<file path="src/rtl/main_function_param_if.sv">
// Start/finish job interface for main_function_param.
// Optional cycles port exists only with MAIN_FUNCTION_CYCLE_COUNT_EN.
interface main_function_param_if #(
  parameter int WIDTH = 8
);
  logic               enable;
  logic [1:0]         op;
  logic [WIDTH-1:0]   a;
  logic [WIDTH-1:0]   b;
  logic               busy;
  logic               finish;
  logic [3*WIDTH-1:0] result;
`ifdef MAIN_FUNCTION_CYCLE_COUNT_EN
  logic [15:0]        cycles;
`endif

  modport master (
    output enable, op, a, b,
    input  busy, finish, result
`ifdef MAIN_FUNCTION_CYCLE_COUNT_EN
    , input cycles
`endif
  );

  modport slave (
    input  enable, op, a, b,
    output busy, finish, result
`ifdef MAIN_FUNCTION_CYCLE_COUNT_EN
    , output cycles
`endif
  );
endinterface

</file>
<file path="src/rtl/main_function_param.sv">
// Multi-cycle a*b / a*a*b / isqrt(a) unit on one shift-add datapath.
// Macro MAIN_FUNCTION_CYCLE_COUNT_EN adds a saturating busy-cycle counter.
module main_function_param #(
  parameter int WIDTH = 8
) (
  input logic                  clock,
  input logic                  reset,
  main_function_param_if.slave bus
);
  localparam int CW = $clog2(WIDTH) + 1;
  localparam int RW = 3 * WIDTH;

  localparam logic [1:0] OP_MUL   = 2'b00;
  localparam logic [1:0] OP_SQMUL = 2'b01;
  localparam logic [1:0] OP_ISQRT = 2'b10;
  localparam logic [1:0] OP_RSV   = 2'b11;

  typedef enum logic [2:0] {
    IDLE,
    MUL1,
    MUL2,
    SQRT,
    DONE
  } state_t;

  state_t           state;
  logic [1:0]       op_q;
  logic [WIDTH-1:0] b_q;
  logic [RW-1:0]    mcand;
  logic [RW-1:0]    acc;
  logic [WIDTH-1:0] mplier;
  logic [CW-1:0]    cnt;
  logic             busy;
  logic             finish;
  logic [RW-1:0]    result;

  logic             start;
  logic             last_mul;
  logic             last_sqrt;
  logic [RW-1:0]    acc_add;
  logic [RW-1:0]    rem_sh;
  logic [RW-1:0]    trial;
  logic             ge;
  logic [RW-1:0]    rem_nxt;
  logic [RW-1:0]    root_nxt;

  assign start = bus.enable
    && (state == IDLE || state == DONE);

  assign last_mul  = cnt == CW'(WIDTH - 1);
  assign last_sqrt = cnt == CW'(WIDTH / 2 - 1);

  assign acc_add = acc
    + (mplier[0] ? mcand : '0);

  // In SQRT: acc = remainder, mcand = root,
  // mplier = radicand shifted out MSB first.
  assign rem_sh = {acc[RW-3:0],
                   mplier[WIDTH-1:WIDTH-2]};
  assign trial  = {mcand[RW-3:0], 2'b01};
  assign ge     = rem_sh >= trial;
  assign rem_nxt  = ge ? rem_sh - trial : rem_sh;
  assign root_nxt = {mcand[RW-2:0], ge};

  always_ff @(posedge clock) begin
    if (!reset) begin
      state  <= IDLE;
      op_q   <= '0;
      b_q    <= '0;
      mcand  <= '0;
      acc    <= '0;
      mplier <= '0;
      cnt    <= '0;
      busy   <= 1'b0;
      finish <= 1'b0;
      result <= '0;
    end else if (start) begin
      op_q   <= bus.op;
      b_q    <= bus.b;
      acc    <= '0;
      cnt    <= '0;
      busy   <= 1'b1;
      finish <= 1'b0;
      unique case (1'b1)
        bus.op == OP_ISQRT: begin
          state  <= SQRT;
          mcand  <= '0;
          mplier <= bus.a;
        end
        bus.op == OP_SQMUL: begin
          state  <= MUL1;
          mcand  <= RW'(bus.a);
          mplier <= bus.a;
        end
        default: begin
          state  <= MUL1;
          mcand  <= RW'(bus.a);
          mplier <= bus.b;
        end
      endcase
    end else begin
      unique case (state)
        MUL1: begin
          if (op_q == OP_RSV) begin
            state  <= DONE;
            result <= '0;
            busy   <= 1'b0;
            finish <= 1'b1;
          end else begin
            acc    <= acc_add;
            mcand  <= mcand << 1;
            mplier <= mplier >> 1;
            cnt    <= cnt + 1'b1;
            if (last_mul) begin
              if (op_q == OP_SQMUL) begin
                state  <= MUL2;
                mcand  <= acc_add;
                mplier <= b_q;
                acc    <= '0;
                cnt    <= '0;
              end else begin
                state  <= DONE;
                result <= acc_add;
                busy   <= 1'b0;
                finish <= 1'b1;
              end
            end
          end
        end
        MUL2: begin
          acc    <= acc_add;
          mcand  <= mcand << 1;
          mplier <= mplier >> 1;
          cnt    <= cnt + 1'b1;
          if (last_mul) begin
            state  <= DONE;
            result <= acc_add;
            busy   <= 1'b0;
            finish <= 1'b1;
          end
        end
        SQRT: begin
          acc    <= rem_nxt;
          mcand  <= root_nxt;
          mplier <= mplier << 2;
          cnt    <= cnt + 1'b1;
          if (last_sqrt) begin
            state  <= DONE;
            result <= root_nxt;
            busy   <= 1'b0;
            finish <= 1'b1;
          end
        end
        default: ;
      endcase
    end
  end

  assign bus.busy   = busy;
  assign bus.finish = finish;
  assign bus.result = result;

`ifdef MAIN_FUNCTION_CYCLE_COUNT_EN
  logic [15:0] cycles;

  always_ff @(posedge clock) begin
    if (!reset) begin
      cycles <= '0;
    end else if (start) begin
      cycles <= '0;
    end else if (busy && cycles != 16'hFFFF) begin
      cycles <= cycles + 16'd1;
    end
  end

  assign bus.cycles = cycles;
`endif
endmodule

</file>
<file path="src/flat_wrapper.sv">
// flat-port wrapper written by rule: the top's interface ports become plain ports
module main_function_param_flat 
#(
  parameter int WIDTH = 8
)
  (clock, reset, bus_enable, bus_op, bus_a, bus_b, bus_busy, bus_finish, bus_result);
  main_function_param_if #(.WIDTH(WIDTH)) bus_i ();
  input logic clock;
  input logic reset;
  input wire logic [$bits(bus_i.enable)-1:0] bus_enable;
  input wire logic [$bits(bus_i.op)-1:0] bus_op;
  input wire logic [$bits(bus_i.a)-1:0] bus_a;
  input wire logic [$bits(bus_i.b)-1:0] bus_b;
  output wire logic [$bits(bus_i.busy)-1:0] bus_busy;
  output wire logic [$bits(bus_i.finish)-1:0] bus_finish;
  output wire logic [$bits(bus_i.result)-1:0] bus_result;
  assign bus_i.enable = bus_enable;
  assign bus_i.op = bus_op;
  assign bus_i.a = bus_a;
  assign bus_i.b = bus_b;
  assign bus_busy = bus_i.busy;
  assign bus_finish = bus_i.finish;
  assign bus_result = bus_i.result;
  main_function_param #(.WIDTH(WIDTH)) u_core (.clock(clock), .reset(reset), .bus(bus_i));
endmodule
</file>
<file path="config.mk">
export PLATFORM = sky130hd
export DESIGN_NAME = main_function_param_flat
export DESIGN_NICKNAME = d
export VERILOG_FILES = /design/src/rtl/main_function_param_if.sv /design/src/rtl/main_function_param.sv /design/src/flat_wrapper.sv
export SDC_FILE = /design/constraint.sdc
export NUM_CORES = 1
export LEC_CHECK = 0
export BUFFER_PORTS_ARGS = -buffer_cell sky130_fd_sc_hd__buf_2
export CAP_MARGIN = 5
export CORE_UTILIZATION = 35
export CTS_BUF_LIST = sky130_fd_sc_hd__clkbuf_8
export CTS_CLUSTER_SIZE = 16
export DETAILED_ROUTE_END_ITERATION = 12
export PLACE_DENSITY = 0.53
export SYNTH_ARGS = -nofsm -noshare
export SYNTH_HDL_FRONTEND = slang
export SYNTH_SLANG_ARGS = --single-unit
</file>
<file path="constraint.sdc">
create_clock -name clock -period 4.6 [get_ports clock]
set_input_delay 0.92 -clock clock [delete_from_list [all_inputs] [get_ports clock]]
set_output_delay 0.92 -clock clock [all_outputs]
set_load 0.02 [all_outputs]
</file>
# == Word-level counts from Yosys, hierarchy flattened ==
# Index checks and enable logic that the tools add are counted.
# totals
word_cells,101
out_inout_bits,26
ff_bits,99
# classes
reduce_logical,16
magnitude_cmp,1
n_eq_ne,20
n_mux,49
add_sub_neg,3
n_bitwise,2
# op_table
op,count
$mux W24,14
$pmux W24 S3,3
$mux W8,6
$add A24 B24 Y24,1
$ge A24 B24 Y1,1
$pmux W8 S3,1
$sub A24 B24 Y24,1
$mux W3,6
$mux W4,3
$mux W1,11
$reduce_and A5 Y1,2
$ne A3 B1 Y1 const B,3
$pmux W3 S3,1
$pmux W4 S2,1
$eq A3 B2 Y1 const B,2
$ne A3 B2 Y1 const B,2
$pmux W1 S3,2
$reduce_and A2 Y1,3
$reduce_and A6 Y1,1
$reduce_or A2 Y1,3
$add A4 B1 Y4 const B,1
$eq A2 B1 Y1 const B,2
$eq A2 B2 Y1 const B,2
$eq A4 B2 Y1 const B,1
16 further kinds,18

# == Depth between registers and ports, before layout ==
# logic_depth
depth_word,7
mapped_depth,13

# == Worst setup path after synthesis ==
# OpenSTA, ideal clock, no wires.
# synth_path
path_kind,register to register
start,reg u_core.mplier[0]
end,reg u_core.acc[22]
arrival_time_ns,2.614
setup_slack_ns,1.912
path_buffers,1
stages_incl_launch_ff,12
cell_sequence,dfxtp_1 -> clkbuf_1 -> and2_1 -> ha_1 -> a211oi_2 -> nand2_1 -> a311o_1 -> or2_1 -> a31oi_1 -> mux2i_1 -> nand2_1 -> a31oi_1
# synth_via
elab_chain_cells,6
# synth_lines
item,line,rtl
from (decl),main_function_param.sv:31,logic [WIDTH-1:0] mplier;
from (signal assigned),main_function_param.sv:88,mplier <= bus.a;
from (signal assigned),main_function_param.sv:93,mplier <= bus.a;
from (signal assigned),main_function_param.sv:98,mplier <= bus.b;
$mux W24 (*),main_function_param.sv:54,+ (mplier[0] ? mcand : '0);
$add A24 B24 Y24 (*),main_function_param.sv:54,
$mux W24,main_function_param.sv:115,if (op_q == OP_SQMUL) begin
$mux W24,main_function_param.sv:114,if (last_mul) begin
$mux W24,main_function_param.sv:104,if (op_q == OP_RSV) begin
$pmux W24 S3 (*),main_function_param.sv:102,unique case (state)
to (signal assigned),main_function_param.sv:143,acc <= rem_nxt;
to (decl),main_function_param.sv:30,logic [RW-1:0] acc;
# Mark *: on every way between the ends. The rest lies on a longest branch, timed or not. The select of a mux whose other input is x is not followed.
# A chain may end at the register's enable or synchronous reset.

# == Worst setup path after layout ==
# layout_path
start,reg u_core.mplier[0]
end,reg u_core.result[14] (netlist: u_core.bus.result[14])
# layout_via
elab_chain_cells,6
# layout_lines
item,line,rtl
$mux W24 (*),main_function_param.sv:54,
$add A24 B24 Y24 (*),main_function_param.sv:54,
$mux W24,main_function_param.sv:115,
$mux W24,main_function_param.sv:114,
$mux W24,main_function_param.sv:104,
$pmux W24 S3 (*),main_function_param.sv:102,
to (signal assigned),main_function_param.sv:149,result <= root_nxt;
to (decl),main_function_param.sv:35,logic [RW-1:0] result;
# Marked as above.

==> impl_metrics.ini <==
[run_status]
status = finished, final reports clean

[drt]
routedWlPerCell_um = 18.4
vias = 7365
drt_iter0_drc = 371
drtAntennaViolNets = 0
wirelength_um = 23600
route.detailed.drc = 0
dr.pass1.iters = 5
viasPerCell = 5.74

[sta]
setup_tns_ns = 0
whs_ns = 0.467
setup_ws_ns = 1.22
setup_viol = 0
clock.fmax_mhz = 296
drv_slew = 0
worst_slew_pin_slew_ns = 1.20
fin_worst_skew_ns = 0.0150
rsz0062_at_grt = no
fin_crit_sh_pct = 73.4
hold_viol_final = 0
fin_crit_ns = 3.38
slew_headroom_pct = 19.5

[final_layout]
fillers = 2241
fin_cells = 1282
fin_nets = 1074
final_core_util_pct = 38.6
finalInstanceArea_um2 = 8120
num_antenna_cells = 0
area_delta_synth_final_pct = 7.95
drive_above_1_share_pct = 9.93

[power_and_ir_drop]
power.density_nw_per_um2 = 312
total_power_mw = 2.54
pwr-share-clk_pct = 22.1
power_frac_seq_pct = 38.6
p_sw_share_pct = 40.3
vdd_ir_drop_max_mv = 0.147
power_leakage_nw = 3.24
combPwrFrac_pct = 39.3
p_int_mw = 1.52
p_switching_mw = 1.02

[synth]
avgSynthCellArea_um2 = 7.52
syn_nets = 1072
synth_edf_count = 0
syn-cell-area_um2 = 7530
ys_types = 75
synth_top_area_cell = dfxtp_1
synth_warnings = 0
synth_seq_cells = 99
synth_top_area_share_pct = 26.3
ys_seq_area_share_pct = 26.3
async_reset_ff_share_pct = 0
syn_inst = 1001
synth_top_flop_cell = dfxtp_1
synthTopCellsByArea = dfxtp_1 26%, ha_1 8.1%, a21oi_1 7.7%

[critical_path]
path_class = reg -> reg
critPathLaunchType = register
worstPathMaxFanout = 26
cp-end-kind = register
cp.required_ns = 4.89
cp_data_arrival_time_ns = 3.67

[clock_tree]
cts_buffer_depth = 2
cts_sinks = 99
clock-root-buffer = clkbuf_8
clk_pin_slew_ns = 0.11
clk_latency_ns = 0.38
cts.repair.resized = 0
cts_setup_buffers = 0
cts_tree = yes
cts_max_level = 3
cts_hold_buffers = 0
cts_buffers = 9

[floorplanning]
die_w_um = 149
rows = 53
io_pins = 47
die_y_um = 149
die_area_um2 = 22100
start_util_pct = 35.8
coreArea_um2 = 21000

[global_route]
grt.total_usage_pct = 21.4
grt_pass1_wl_um = 37200
antenna_found_initial = 0
grt-ovfl-total = 0
grt_start_max_net_pins = 47
first_global_vias = 6791

[placed_design]
dpl.cell_count = 1267
dp_hpwl_um = 17300
globalplace.congestion = 0.949
io_buffers = 46
place_ws_ns = 1.27
place_area_um2 = 7940

[hold_path]
hp-class = reg -> reg

[flow_run]
maxCapViolations = 0
[area by class of cell]
class / count / area (um2) / share of cell area (%)
tap: 275 / 344 / 4.24
timing repair buffer: 60 / 335 / 4.13
sequential: 99 / 1980 / 24.4
inverter: 35 / 131 / 1.62
clock inverter: 6 / 57.6 / 0.708
clock buffer: 9 / 124 / 1.52
multi-input combinational: 798 / 5150 / 63.4
[cell families after synthesis]
group | Yosys count | share of synthesized area [%]
AO/OA/AOI/OAI | 386 | 33.0
adder cells (fa/ha/maj) | 50 | 8.41
flip-flops | 99 | 26.3
multiplexers | 26 | 3.61
AND/OR/NAND/NOR | 299 | 18.8
XOR/XNOR | 37 | 4.31
buffers and inverters | 104 | 5.57
[placed cells by master (no fill, tap or decap), types with 4 or more instances in the layout]
| cell type | netlist | final |
|---|---|---|
| ha_1 | 49 | 49 |
| a31oi_1 | 15 | 14 |
| a311oi_1 | 7 | 7 |
| dfxtp_1 | 99 | 99 |
| o21ai_1 | 11 | 11 |
| buf_4 | 2 | 14 |
| nand2_1 | 102 | 102 |
| o211ai_1 | 21 | 21 |
| inv_1 | 35 | 35 |
| o21a_1 | 7 | 7 |
| nand2b_1 | 8 | 8 |
| nand3b_1 | 4 | 4 |
| xor2_1 | 14 | 14 |
| and2_1 | 28 | 28 |
| nand4_1 | 5 | 5 |
| xnor2_1 | 23 | 23 |
| o211a_1 | 4 | 4 |
| nand3_1 | 28 | 28 |
| and3_1 | 5 | 5 |
| a221oi_1 | 15 | 15 |
| o221ai_1 | 4 | 4 |
| nor2_1 | 77 | 76 |
| mux2i_1 | 17 | 17 |
| a21oi_1 | 116 | 115 |
| a21o_1 | 16 | 16 |
| mux2_1 | 8 | 8 |
| a211oi_1 | 27 | 27 |
| clkbuf_8 | 0 | 9 |
| nor3_1 | 11 | 11 |
| nor2b_1 | 8 | 8 |
| buf_2 | 5 | 46 |
| a22oi_1 | 20 | 20 |
| o21ai_0 | 80 | 80 |
[path summary, 6_finish.rpt]
kind | start | end | slack (ns) | cells past startpoint
worst max-delay path | u_core.mplier[0] | u_core.bus.result[14] | 1.22 | 11
worst min-delay path | u_core.b_q[2] | u_core.b_q[2] | 0.47 | 2
worst max register to register | u_core.mplier[0] | u_core.bus.result[14] | 1.22 | 11
worst min register to register | u_core.b_q[2] | u_core.b_q[2] | 0.47 | 2
[metal layers]
| layer | GRT usage (%) | routed length, um | vias to the layer above |
|---|---|---|---|
| met5 | 0 | 0 | - |
| met3 | 2.36 | 762 | 47 |
| met2 | 34.7 | 10900 | 155 |
| li1 | - | - | 3677 |
| met4 | 8.45 | 899 | 0 |
| met1 | 28.9 | 11000 | 3486 |
[synth_stat cells, drive strengths merged (5+ instances only)]
library cell and instances:
a211oi 30, a21o 16, a21oi 118, a221oi 17, a22oi 20, a311oi 7
a31oi 15, and2 30, and3 5, and4 5, buf 16, clkbuf 53
dfxtp 99, ha 49, inv 35, mux2 9, mux2i 17, nand2 103
nand2b 8, nand3 29, nand4 5, nor2 78, nor2b 8, nor3 12
o211ai 22, o21a 7, o21ai 91, xnor2 23, xor2 14
[flip-flops by register name, indices dropped and copies added (netlist names)]
| register | cells |
|---|---|
| u_core.acc | 24 |
| u_core.bus.busy | 1 |
| u_core.bus.finish | 1 |
| u_core.op_q | 2 |
| u_core.state | 3 |
| u_core.mcand | 24 |
| u_core.bus.result | 24 |
| u_core.b_q | 8 |
| u_core.mplier | 8 |
| u_core.cnt | 4 |
[power groups by stage]
stage          Sequential (mW)  Combinational (mW)  Clock, mW
2_1_floorplan            0.967               0.783          0
3_3_place_gp              1.00               0.989          0
3_5_place_dp             0.998               0.990          0
4_1_cts                  0.980               0.996      0.577
5_1_grt                  0.987                1.12      0.612
6_report                 0.980               0.997      0.561
[worst max-delay path, stage by stage, from the launching register on]
cell	delay (ns)
dfxtp_1	0.87
and2_1	0.23
ha_1	0.21
fa_1	0.23
a21o_1	0.14
nand4_1	0.17
a21oi_1	0.42
or2_1	0.21
a21oi_2	0.07
xnor2_1	0.32
a22oi_1	0.13
a211oi_1	0.28
Note: power is estimated with default switching activity, not from simulation.
